===== src/rtl/idli_sqi_ctrl.sv =====
// SQI sequencer for the external quad SRAM: sends EQIO after reset, then runs CMD/ADDR/DUMMY/DATA bursts.
// Pins update one edge after the producing state; read slices appear two edges after sampling; o_wr_rdy paces write data.
module idli_sqi_ctrl #(
    parameter logic [7:0] CMD_RD   = 8'h03,
    parameter logic [7:0] CMD_WR   = 8'h02,
    parameter logic [7:0] CMD_EQIO = 8'h38
) (
    input  logic        i_clk,
    input  logic        i_rst,
    input  logic        i_req,
    input  logic        i_wr,
    input  logic [15:0] i_addr,
    output logic        o_busy,
    output logic        o_wr_rdy,
    input  logic [3:0]  i_wr_data,
    output logic        o_rd_vld,
    output logic [3:0]  o_rd_data,
    output logic        o_done,
    output logic        o_sqi_cs,
    output logic        o_sqi_sck_en,
    output logic        o_sqi_oe,
    output logic [3:0]  o_sqi_sio,
    input  logic [3:0]  i_sqi_sio
);

    typedef enum logic [2:0] {
        ST_INIT,
        ST_INIT_END,
        ST_IDLE,
        ST_CMD,
        ST_ADDR,
        ST_DUMMY,
        ST_DATA,
        ST_END
    } state_t;

    state_t      state_q, state_d;
    logic [2:0]  cnt_q, cnt_d;
    logic        wr_q, wr_d;
    logic [15:0] addr_q, addr_d;

    logic        cs_q, cs_d;
    logic        sck_en_q, sck_en_d;
    logic        oe_q, oe_d;
    logic [3:0]  sio_q, sio_d;
    logic        busy_q, busy_d;
    logic        done_q, done_d;
    logic [3:0]  smp_q, smp_d;
    logic        smp_vld_q, smp_vld_d;
    logic        rd_vld_q, rd_vld_d;
    logic [3:0]  rd_data_q, rd_data_d;

    logic [7:0]  cmd;
    logic [23:0] byte_addr;
    logic [23:0] addr_sh;

    assign cmd       = wr_q ? CMD_WR : CMD_RD;
    assign byte_addr = {7'b0, addr_q, 1'b0};
    assign addr_sh   = byte_addr << {cnt_q, 2'b00};

    always_comb begin
        state_d   = state_q;
        cnt_d     = cnt_q;
        wr_d      = wr_q;
        addr_d    = addr_q;
        cs_d      = 1'b1;
        sck_en_d  = 1'b0;
        oe_d      = 1'b0;
        sio_d     = 4'h0;
        busy_d    = 1'b1;
        done_d    = 1'b0;
        smp_d     = i_sqi_sio;
        smp_vld_d = 1'b0;
        rd_vld_d  = smp_vld_q;
        rd_data_d = smp_vld_q ? smp_q : rd_data_q;

        case (state_q)
            ST_INIT: begin
                // Still in SPI mode here: EQIO goes out one bit per clock on SIO0.
                cs_d     = 1'b0;
                sck_en_d = 1'b1;
                oe_d     = 1'b1;
                sio_d    = {3'b000, CMD_EQIO[3'd7 - cnt_q]};
                cnt_d    = cnt_q + 3'd1;
                if (cnt_q == 3'd7) begin
                    state_d = ST_INIT_END;
                    cnt_d   = 3'd0;
                end
            end
            ST_INIT_END: begin
                state_d = ST_IDLE;
            end
            ST_IDLE: begin
                busy_d = 1'b0;
                if (i_req) begin
                    wr_d    = i_wr;
                    addr_d  = i_addr;
                    cnt_d   = 3'd0;
                    state_d = ST_CMD;
                end
            end
            ST_CMD: begin
                cs_d     = 1'b0;
                sck_en_d = 1'b1;
                oe_d     = 1'b1;
                sio_d    = cnt_q[0] ? cmd[3:0] : cmd[7:4];
                cnt_d    = cnt_q + 3'd1;
                if (cnt_q[0]) begin
                    state_d = ST_ADDR;
                    cnt_d   = 3'd0;
                end
            end
            ST_ADDR: begin
                cs_d     = 1'b0;
                sck_en_d = 1'b1;
                oe_d     = 1'b1;
                sio_d    = addr_sh[23:20];
                cnt_d    = cnt_q + 3'd1;
                if (cnt_q == 3'd5) begin
                    state_d = wr_q ? ST_DATA : ST_DUMMY;
                    cnt_d   = 3'd0;
                end
            end
            ST_DUMMY: begin
                cs_d     = 1'b0;
                sck_en_d = 1'b1;
                cnt_d    = cnt_q + 3'd1;
                if (cnt_q[0]) begin
                    state_d = ST_DATA;
                    cnt_d   = 3'd0;
                end
            end
            ST_DATA: begin
                // The SRAM auto-increments, so further words just keep the burst going.
                cs_d      = 1'b0;
                sck_en_d  = 1'b1;
                oe_d      = wr_q;
                sio_d     = wr_q ? i_wr_data : 4'h0;
                smp_vld_d = ~wr_q;
                cnt_d     = {1'b0, cnt_q[1:0] + 2'd1};
                if (cnt_q[1:0] == 2'd3 && !i_req) begin
                    state_d = ST_END;
                end
            end
            ST_END: begin
                done_d  = 1'b1;
                state_d = ST_IDLE;
            end
            default: begin
                state_d = ST_INIT;
                cnt_d   = 3'd0;
            end
        endcase
    end

    always_ff @(posedge i_clk) begin
        if (i_rst) begin
            state_q   <= ST_INIT;
            cnt_q     <= 3'd0;
            wr_q      <= 1'b0;
            addr_q    <= 16'h0;
            cs_q      <= 1'b1;
            sck_en_q  <= 1'b0;
            oe_q      <= 1'b0;
            sio_q     <= 4'h0;
            busy_q    <= 1'b1;
            done_q    <= 1'b0;
            smp_q     <= 4'h0;
            smp_vld_q <= 1'b0;
            rd_vld_q  <= 1'b0;
            rd_data_q <= 4'h0;
        end else begin
            state_q   <= state_d;
            cnt_q     <= cnt_d;
            wr_q      <= wr_d;
            addr_q    <= addr_d;
            cs_q      <= cs_d;
            sck_en_q  <= sck_en_d;
            oe_q      <= oe_d;
            sio_q     <= sio_d;
            busy_q    <= busy_d;
            done_q    <= done_d;
            smp_q     <= smp_d;
            smp_vld_q <= smp_vld_d;
            rd_vld_q  <= rd_vld_d;
            rd_data_q <= rd_data_d;
        end
    end

    // Combinational so the core sees the request a full cycle before the slice is launched.
    assign o_wr_rdy     = (state_q == ST_DATA) && wr_q;
    assign o_busy       = busy_q;
    assign o_rd_vld     = rd_vld_q;
    assign o_rd_data    = rd_data_q;
    assign o_done       = done_q;
    assign o_sqi_cs     = cs_q;
    assign o_sqi_sck_en = sck_en_q;
    assign o_sqi_oe     = oe_q;
    assign o_sqi_sio    = sio_q;

endmodule


===== config.mk =====
export PLATFORM = sky130hd
export DESIGN_NAME = idli_sqi_ctrl
export DESIGN_NICKNAME = d
export VERILOG_FILES = /design/src/rtl/idli_sqi_ctrl.sv
export SDC_FILE = /design/constraint.sdc
export NUM_CORES = 1
export LEC_CHECK = 0
export ABC_AREA = 1
export CELL_PAD_IN_SITES_DETAIL_PLACEMENT = 2
export CELL_PAD_IN_SITES_GLOBAL_PLACEMENT = 2
export CORE_ASPECT_RATIO = 1.4
export CORE_MARGIN = 2
export CORE_UTILIZATION = 25
export CTS_BUF_LIST = sky130_fd_sc_hd__clkbuf_2
export DETAILED_ROUTE_END_ITERATION = 6
export MAX_ROUTING_LAYER = met4
export PLACE_DENSITY_LB_ADDON = 0.1
export SKIP_CTS_REPAIR_TIMING = 1
export SLEW_MARGIN = 25
export SYNTH_ARGS = -nofsm -noshare
export SYNTH_HDL_FRONTEND = slang
export SYNTH_SLANG_ARGS = --single-unit

===== constraint.sdc =====
create_clock -name i_clk -period 1.3 [get_ports i_clk]
set_input_delay 0.195 -clock i_clk [delete_from_list [all_inputs] [get_ports i_clk]]
set_output_delay 0.195 -clock i_clk [all_outputs]
set_load 0.01 [all_outputs]

* After elaboration in Yosys (flattened, before gate mapping)
Memories as Yosys holds them, arrays and structs flattened.
Index checks and enable logic that the tools add are counted.
Widths: inputs -> output; s select.
** Storage, ports and cells
- Flip-flop bits (word level) :: 42
- Latch bits :: 0
- Bits in writable memories :: 0
- ROM bits :: 8
- Bits of input ports :: 28
- Output and inout port bits :: 15
- Memories :: 1
** Memories
- (no name shown) :: depth 8, bits a word 1, rd ports 1, clocked after Yosys merged registers in 0, wr ports 0, RTL line 83 : sio_d = {3'b000, CMD_EQIO[3'd7 - cnt_q]};
** Cells by class
- Add/sub/neg operators :: 3
- Multipliers :: 0
- Div/mod/pow operators :: 0
- Magnitude comparators :: 1
- Equality and inequality tests :: 16
- Shifts and indexed selects :: 1
- Multiplexer cells :: 23
- Bitwise gates (word level) :: 2
- Reductions and logical operators :: 13
** Operators with widths (count)
- $mux 3 :: 10
- $shl 17x5->24 :: 1
- $pmux 3 s7 :: 1
- $eq 3x3->1 const B :: 6
- $pmux 4 s4 :: 1
- $pmux 3 s5 :: 1
- $ne 2x2->1 const B :: 6
- $eq 3x2->1 const B :: 2
- $mux 1 :: 6
- $reduce_and 6->1 :: 1
- $reduce_or 2->1 :: 3
- $reduce_bool 5->1 :: 1
- $reduce_or 5->1 :: 1
- $lt 3x4->1 const B :: 1
- $mux 2 :: 2
- $mux 4 :: 1
- $reduce_and 2->1 :: 2
- $add 3x1->3 const B :: 1
- $eq 3x1->1 const B :: 1
- $logic_not 3->1 :: 1
- $reduce_or 3->1 :: 1
- $sub 3x3->3 const A :: 1
- $add 2x1->2 const B :: 1
- $eq 2x2->1 const B :: 1
- other kinds (4) :: 6

* Logic depth before layout (Yosys ltp)
Gate-level depths: netlist of run 1.
- Word-level depth :: 4
- Depth in mapped cells :: 10
- Depth with buffers taken out :: 9

* Worst setup path after synthesis of run 1
No wires, ideal clock.
- Path kind :: reg-to-reg
- From :: register cnt_q[1]
- To :: register state_q[1]
- Arrival :: 1.204 ns
- Data required time :: 1.187 ns
- Slack :: -0.017 ns
- Stages on the path, launching flop included :: 10
- Clock period less this slack :: 1.317 ns
- Cell sequence :: dfxtp_1 ha_1 ha_1 inv_1 nand3_1 nand2_1 nor2_1 nand3_1 nand2_1 nor2_1
** On the way
- Cells in the longest elaborated chain, start to end :: 4
- Elaborated cells on any way between the ends :: 8
- Those cells by class :: eq/ne: 6; reduce/logical: 2
** RTL lines
- start, declared :: RTL line 38 : logic [2:0] cnt_q, cnt_d;
- start signal, assigned :: RTL line 174 : cnt_q <= cnt_d;
- $eq 2x2->1 :: RTL line 141 : if (cnt_q[1:0] == 2'd3 && !i_req) begin
- $logic_and 1x1->1 :: RTL line 141
- $ne 2x2->1 (no source line)
- $reduce_and 6->1 (no source line) (*)
- end signal, assigned :: RTL line 173 : state_q <= state_d;
- end, declared :: RTL line 37 : state_t state_q, state_d;
Mark *: on every way between the ends. The rest lies on a longest branch, timed or not.
A chain may end at the register's enable or synchronous reset.

* Final worst setup path of run 1
- From :: register state_q[1]
- To :: register cnt_q[2]
** On the way
- Cells in the longest elaborated chain, start to end :: 4
- Elaborated cells on any way between the ends :: 11
- Those cells by class :: eq/ne: 6; mux: 1; reduce/logical: 4
** RTL lines
- $eq 3x3->1 / $eq 3x2->1 (equally long branches) :: RTL line 77 : case (state_q)
- $reduce_or 2->1 (no source line)
- $reduce_bool 5->1 (no source line)
- $reduce_and 2->1 (no source line)
Several ways; a longest one is shown, not always the timed one.

==> impl_metrics.json, run 1 <==
{
  "arrival_ns": 1.95,
  "synth.cells.most_frequent": "nor2_1, nand2_1, dfxtp_1, o21ai_0, inv_1",
  "via_per_inst": 4.66,
  "drtAntennaViolNets": 0,
  "p_comb_frac": 0.638,
  "layout-drive-gt1-share": 0.435,
  "clock_path_buffers": 2,
  "cap_violations": 0,
  "start_kind": "flop",
  "avgSynthCellArea_um2": 6.98,
  "yosys_register_bits": 42,
  "htreeDepth": 2,
  "synth_warnings": 0,
  "finalSetupViolations": 29,
  "firstDrtPassIters": 4,
  "hold_path.class": "in2reg",
  "hold_ws_ns": 0.211,
  "synthCells": 273,
  "num_antenna_cells": 0,
  "grt_pass1_wl_um": 10500,
  "p_sw_mw": 2.97,
  "power_density_mw_per_mm2": 1970,
  "syn-cell-area_mm2": 0.00191,
  "antenna_found_initial": 0,
  "critPathCaptureType": "flop",
  "worstSetupPathType": "reg2reg",
  "gp_congestion": 0.820,
  "routedWlPerCell_um": 17.7,
  "root_buffer": "clkbuf_2",
  "crit_required_ns": 1.71,
  "syn-num-nets": 306,
  "die_x_um": 77.8,
  "portBuffers": 42,
  "grt.total_usage": 0.167,
  "ir_worst_vdd_mv": 0.814,
  "place_ws_ns": -0.217,
  "skew_ns": 0.0341,
  "fp.dieArea_mm2": 0.00835,
  "synth_cell_type_count": 23,
  "synth_edf_count": 0,
  "final_cells": 460,
  "initial_core_util": 0.259,
  "pwr-share-clk": 0.102,
  "grt.overflow.total": 0,
  "p_sw_frac": 0.450,
  "hold_viol": 0,
  "p_leak_nw": 1.63,
  "fin_crit_ns": 1.54,
  "post-route-period-util": 1.19,
  "finalMaxSlewViolations": 0,
  "p_seq_frac": 0.259,
  "clkTransAtPathRegs_ns": 0.28,
  "cp_max_fo": 6,
  "status": "finished with violations",
  "grt_pass1_vias": 2194,
  "max_slew.worst_pin.slew_ns": 0.339,
  "fmax_ghz": 0.649,
  "synth_top_area_share": 0.441,
  "cts.sinks": 42,
  "die_h_um": 107,
  "cts_tree": "built",
  "clock_latency_ns": 0.48,
  "drc": 0,
  "violations": "setup timing",
  "drtIter0Drc": 66,
  "vias": 2142,
  "core_area_mm2": 0.00736,
  "async_flop_share": 0,
  "power_mw": 6.61,
  "fin_ws_ns": -0.241,
  "synth.largest_area_cell": "dfxtp_1",
  "synth_most_common_cell": "nor2_1",
  "rows": 37,
  "drt-total-wl_um": 8130,
  "area_delta_synth_final_pct": 76.2,
  "fill_cells": 804,
  "cts_buffers": 5,
  "synth_ff_type": "dfxtp_1",
  "p_int_mw": 3.63,
  "dpl.cell_count": 436,
  "rsz0062_at_grt": "yes",
  "pin_count": 43,
  "grt_max_degree": 29,
  "dpl.hpwl_um": 4840,
  "fin_nets": 395,
  "setup-tns-final_ns": -4.00,
  "slew_headroom": 0.773,
  "ys_seq_area_frac": 0.441,
  "synthTopCellsByArea": "dfxtp_1, nor2_1, nand2_1, o21ai_0, inv_1"
}
## worst paths after layout
check,from,end,slack (ns),cells past startpoint
setup / recovery,state_q[1],cnt_q[2],-0.24,9
hold / removal,i_sqi_sio[1],smp_q[1],0.21,3
setup reg to reg,state_q[1],cnt_q[2],-0.24,9
hold reg to reg,smp_q[1],o_rd_data[1],0.48,2
## layout make-up
type / instances / area (um^2) / share of cell area
repair inverters: 2 / 27.5 / 0.00820
inverters: 28 / 118 / 0.0350
well taps: 97 / 121 / 0.0361
clock inverters: 3 / 25.0 / 0.00745
multi-input cells: 192 / 1230 / 0.367
clock buffers: 5 / 25.0 / 0.00745
repair buffers: 91 / 940 / 0.280
flip-flops and latches: 42 / 870 / 0.259
## stage by stage
stage	utilization	cell area (um^2)
after global placement	0.361	2660
after detailed placement	0.361	2660
after floorplan	-	1910
after CTS	0.368	2710
after global routing	0.456	3360
final	0.456	3360
## sequential cells by signal (all words and copies together), names as in the netlist
signal	count
addr_q	16
o_rd_data	4
o_sqi_sio	4
smp_q	4
cnt_q	3
state_q	3
o_busy	1
o_done	1
o_rd_vld	1
o_sqi_cs	1
o_sqi_oe	1
o_sqi_sck_en	1
rd_vld_d	1
wr_q	1
## placed cells by master, fill, tap and decap left out, types with 7 or more instances in the layout
| cell type | instances |
|---|---|
| a21oi_2 | 8 |
| nor2_4 | 10 |
| buf_4 | 30 |
| buf_6 | 11 |
| o21ai_0 | 18 |
| dfxtp_2 | 14 |
| inv_1 | 20 |
| o21ai_2 | 8 |
| dlymetal6s2s_1 | 14 |
| nand2_1 | 21 |
| nor2_1 | 51 |
| nand3_1 | 7 |
| clkdlybuf4s50_1 | 27 |
| nand2_4 | 8 |
| dfxtp_1 | 25 |
| nand2_2 | 21 |
## metal layers
metal / global-route usage / up-vias / wire [um]
li1: - / 1042 / -
met1: 0.170 / 1042 / 3090
met2: 0.307 / 44 / 4570
met3: 0.0327 / 14 / 247
met4: 0.0765 / 0 / 218
met5: - / - / 0
## cell families after synthesis
group	synth area share
adders and majority gates	0.0328
AOI/OAI and AO/OA	0.129
DFF	0.441
buffers and inverters	0.0893
and+or+nand+nor	0.307
## power by group through the flow
stage,clock (mW),combinational [mW],sequential (mW)
2_1_floorplan,0,1.44,1.69
3_3_place_gp,0,2.61,1.67
3_5_place_dp,0,2.66,1.68
4_1_cts,0.690,2.68,1.65
5_1_grt,0.739,4.59,1.74
6_report,0.676,4.22,1.71
## critical path, cell delays in order, from the launching register on
cell	delay, ns
dfxtp_2	0.40
buf_6	0.11
buf_8	0.13
nor2_4	0.25
nand3_4	0.18
nand2_2	0.12
inv_2	0.04
nand2_2	0.05
nand2_2	0.05
a21oi_2	0.13
No activity file was read; power rests on OpenSTA's default activity.
==> inputs of run 2 (changes only) <==
Settings changed: PLACE_DENSITY set to 0.73, PLACE_DENSITY_LB_ADDON 0.1 to not set.
==> impl_metrics.json, run 2 (synthesis results as in run 1) <==
{
  "status": "finished with violations",
  "violations": "setup timing",
  "critPathCaptureType": "primary output",
  "slew_headroom": 0.798,
  "drtAntennaViolNets": 0,
  "crit_required_ns": 1.11,
  "initial_core_util": 0.259,
  "cp_max_fo": 2,
  "layout-drive-gt1-share": 0.420,
  "cap_violations": 0,
  "die_h_um": 107,
  "portBuffers": 42,
  "critical_path_depth": 3,
  "fin_ws_ns": -0.238,
  "hold_viol": 0,
  "p_leak_nw": 1.60,
  "dpl.cell_count": 434,
  "cp-endpoint": "o_wr_rdy",
  "antenna_found_initial": 1,
  "fin_crit_ns": 1.54,
  "grt_max_degree": 25,
  "max_slew.worst_pin.slew_ns": 0.300,
  "clkTransAtPathRegs_ns": 0.28,
  "crit_slowest_cell": "dfxtp_2",
  "drc": 0,
  "final_cells": 460,
  "cts_buffers": 5,
  "via_per_inst": 4.90,
  "fin_nets": 394,
  "htreeDepth": 2,
  "worstSetupPathType": "reg2out",
  "cts.sinks": 42,
  "start_kind": "flop",
  "rows": 37,
  "root_buffer": "clkbuf_2",
  "critPathBufInv": 1,
  "startpoint": "wr_q",
  "fill_cells": 825,
  "drtIter0Drc": 67,
  "worstReg2RegEnd": "cnt_q[0]",
  "crit_family": "flip-flops",
  "r2r_slack_ns": -0.21,
  "gp_congestion": 0.790,
  "hold_path.class": "in2reg",
  "core_area_mm2": 0.00736,
  "grt.total_usage": 0.169,
  "arrival_ns": 1.34,
  "fmax_ghz": 0.650,
  "rr_worst_depth": 10,
  "post-route-period-util": 1.18,
  "finalSetupViolations": 27,
  "cts_tree": "built",
  "dpl.hpwl_um": 4910,
  "grt_pass1_vias": 2221,
  "vias": 2252,
  "clock_path_buffers": 2,
  "fp.dieArea_mm2": 0.00835,
  "drt-total-wl_um": 9090,
  "crit_chain": "nand2_1 -> nor3_2 -> buf_2",
  "skew_ns": 0.0390,
  "area_delta_synth_final_pct": 73.8,
  "top_register": "addr_q",
  "routedWlPerCell_um": 19.8,
  "max_stage_delay_ns": 0.41,
  "ir_worst_vdd_mv": 0.651,
  "r2r-start": "state_q[0]",
  "place_ws_ns": -0.228,
  "rsz0062_at_grt": "yes",
  "pin_count": 43,
  "finalMaxSlewViolations": 0,
  "firstDrtPassIters": 4,
  "most-common-layout-cells": "nor2_1, nand2_1, buf_4",
  "largest_reg_flops": 16,
  "grt_pass1_wl_um": 10600,
  "setup-tns-final_ns": -2.57,
  "grt.overflow.total": 0,
  "power_density_mw_per_mm2": 2000,
  "final_common_cell": "nor2_1",
  "clock_latency_ns": 0.48,
  "die_x_um": 77.8
}
==> run 2: metal layers <==
metal	vias up	global-route usage	part of all wire
li1	1042	-	-
met2	54	0.305	0.58
met1	1143	0.176	0.36
met4	0	0.0727	0.024
met3	13	0.0369	0.031
met5	-	-	0
==> run 2: where the power goes <==
part / switching (mW) / total, mW / internal, mW
clock network: 0.530 / 0.673 / 0.143
registers: 0.185 / 1.75 / 1.56
logic: 2.35 / 4.19 / 1.84
total: 3.06 / 6.61 / 3.55
==> run 2: tightest hold or removal path, cell delays in order <==
cell and delay (ns):
clkdlybuf4s50_1 0.40, inv_1 0.05, nor2_1 0.03
==> run 2: layout make-up <==
cell class | instances | area (um^2) | share of cell area
Timing Repair inverter | 2 | 15.0 | 0.00453
Clock inverter | 3 | 25.0 | 0.00756
Multi-Input combinational cell | 192 | 1220 | 0.369
Tap cell | 97 | 121 | 0.0366
Inverter | 28 | 118 | 0.0355
Timing Repair Buffer | 90 | 908 | 0.274
Clock buffer | 5 | 25.0 | 0.00756
Sequential cell | 42 | 875 | 0.264
Antenna cell | 1 | 2.50 | 0.000756
==> run 2: worst min path at each step <==
stage,start,end,depth (start not counted),slack [ns]
global placement,smp_q[1],o_rd_data[1],2,0.43
finish,i_sqi_sio[0],smp_q[0],3,0.20
detailed placement,addr_q[9],addr_q[9],2,0.45
CTS,i_sqi_sio[2],smp_q[2],3,0.18
floorplan,i_rst,o_sqi_sio[2],1,0.26
global route,i_sqi_sio[2],smp_q[2],3,0.19
==> run 2: stage by stage <==
stage          total power, mW   util  hold WS (ns)  instance area (um^2)
5_1_grt                   7.01  0.450         0.194                  3310
3_3_place_gp              4.23  0.361         0.434                  2660
3_5_place_dp              4.34  0.361         0.453                  2660
4_1_cts                   5.02  0.368         0.179                  2710
2_1_floorplan             3.13      -         0.264                  1910
6_report                  6.61  0.450         0.203                  3310
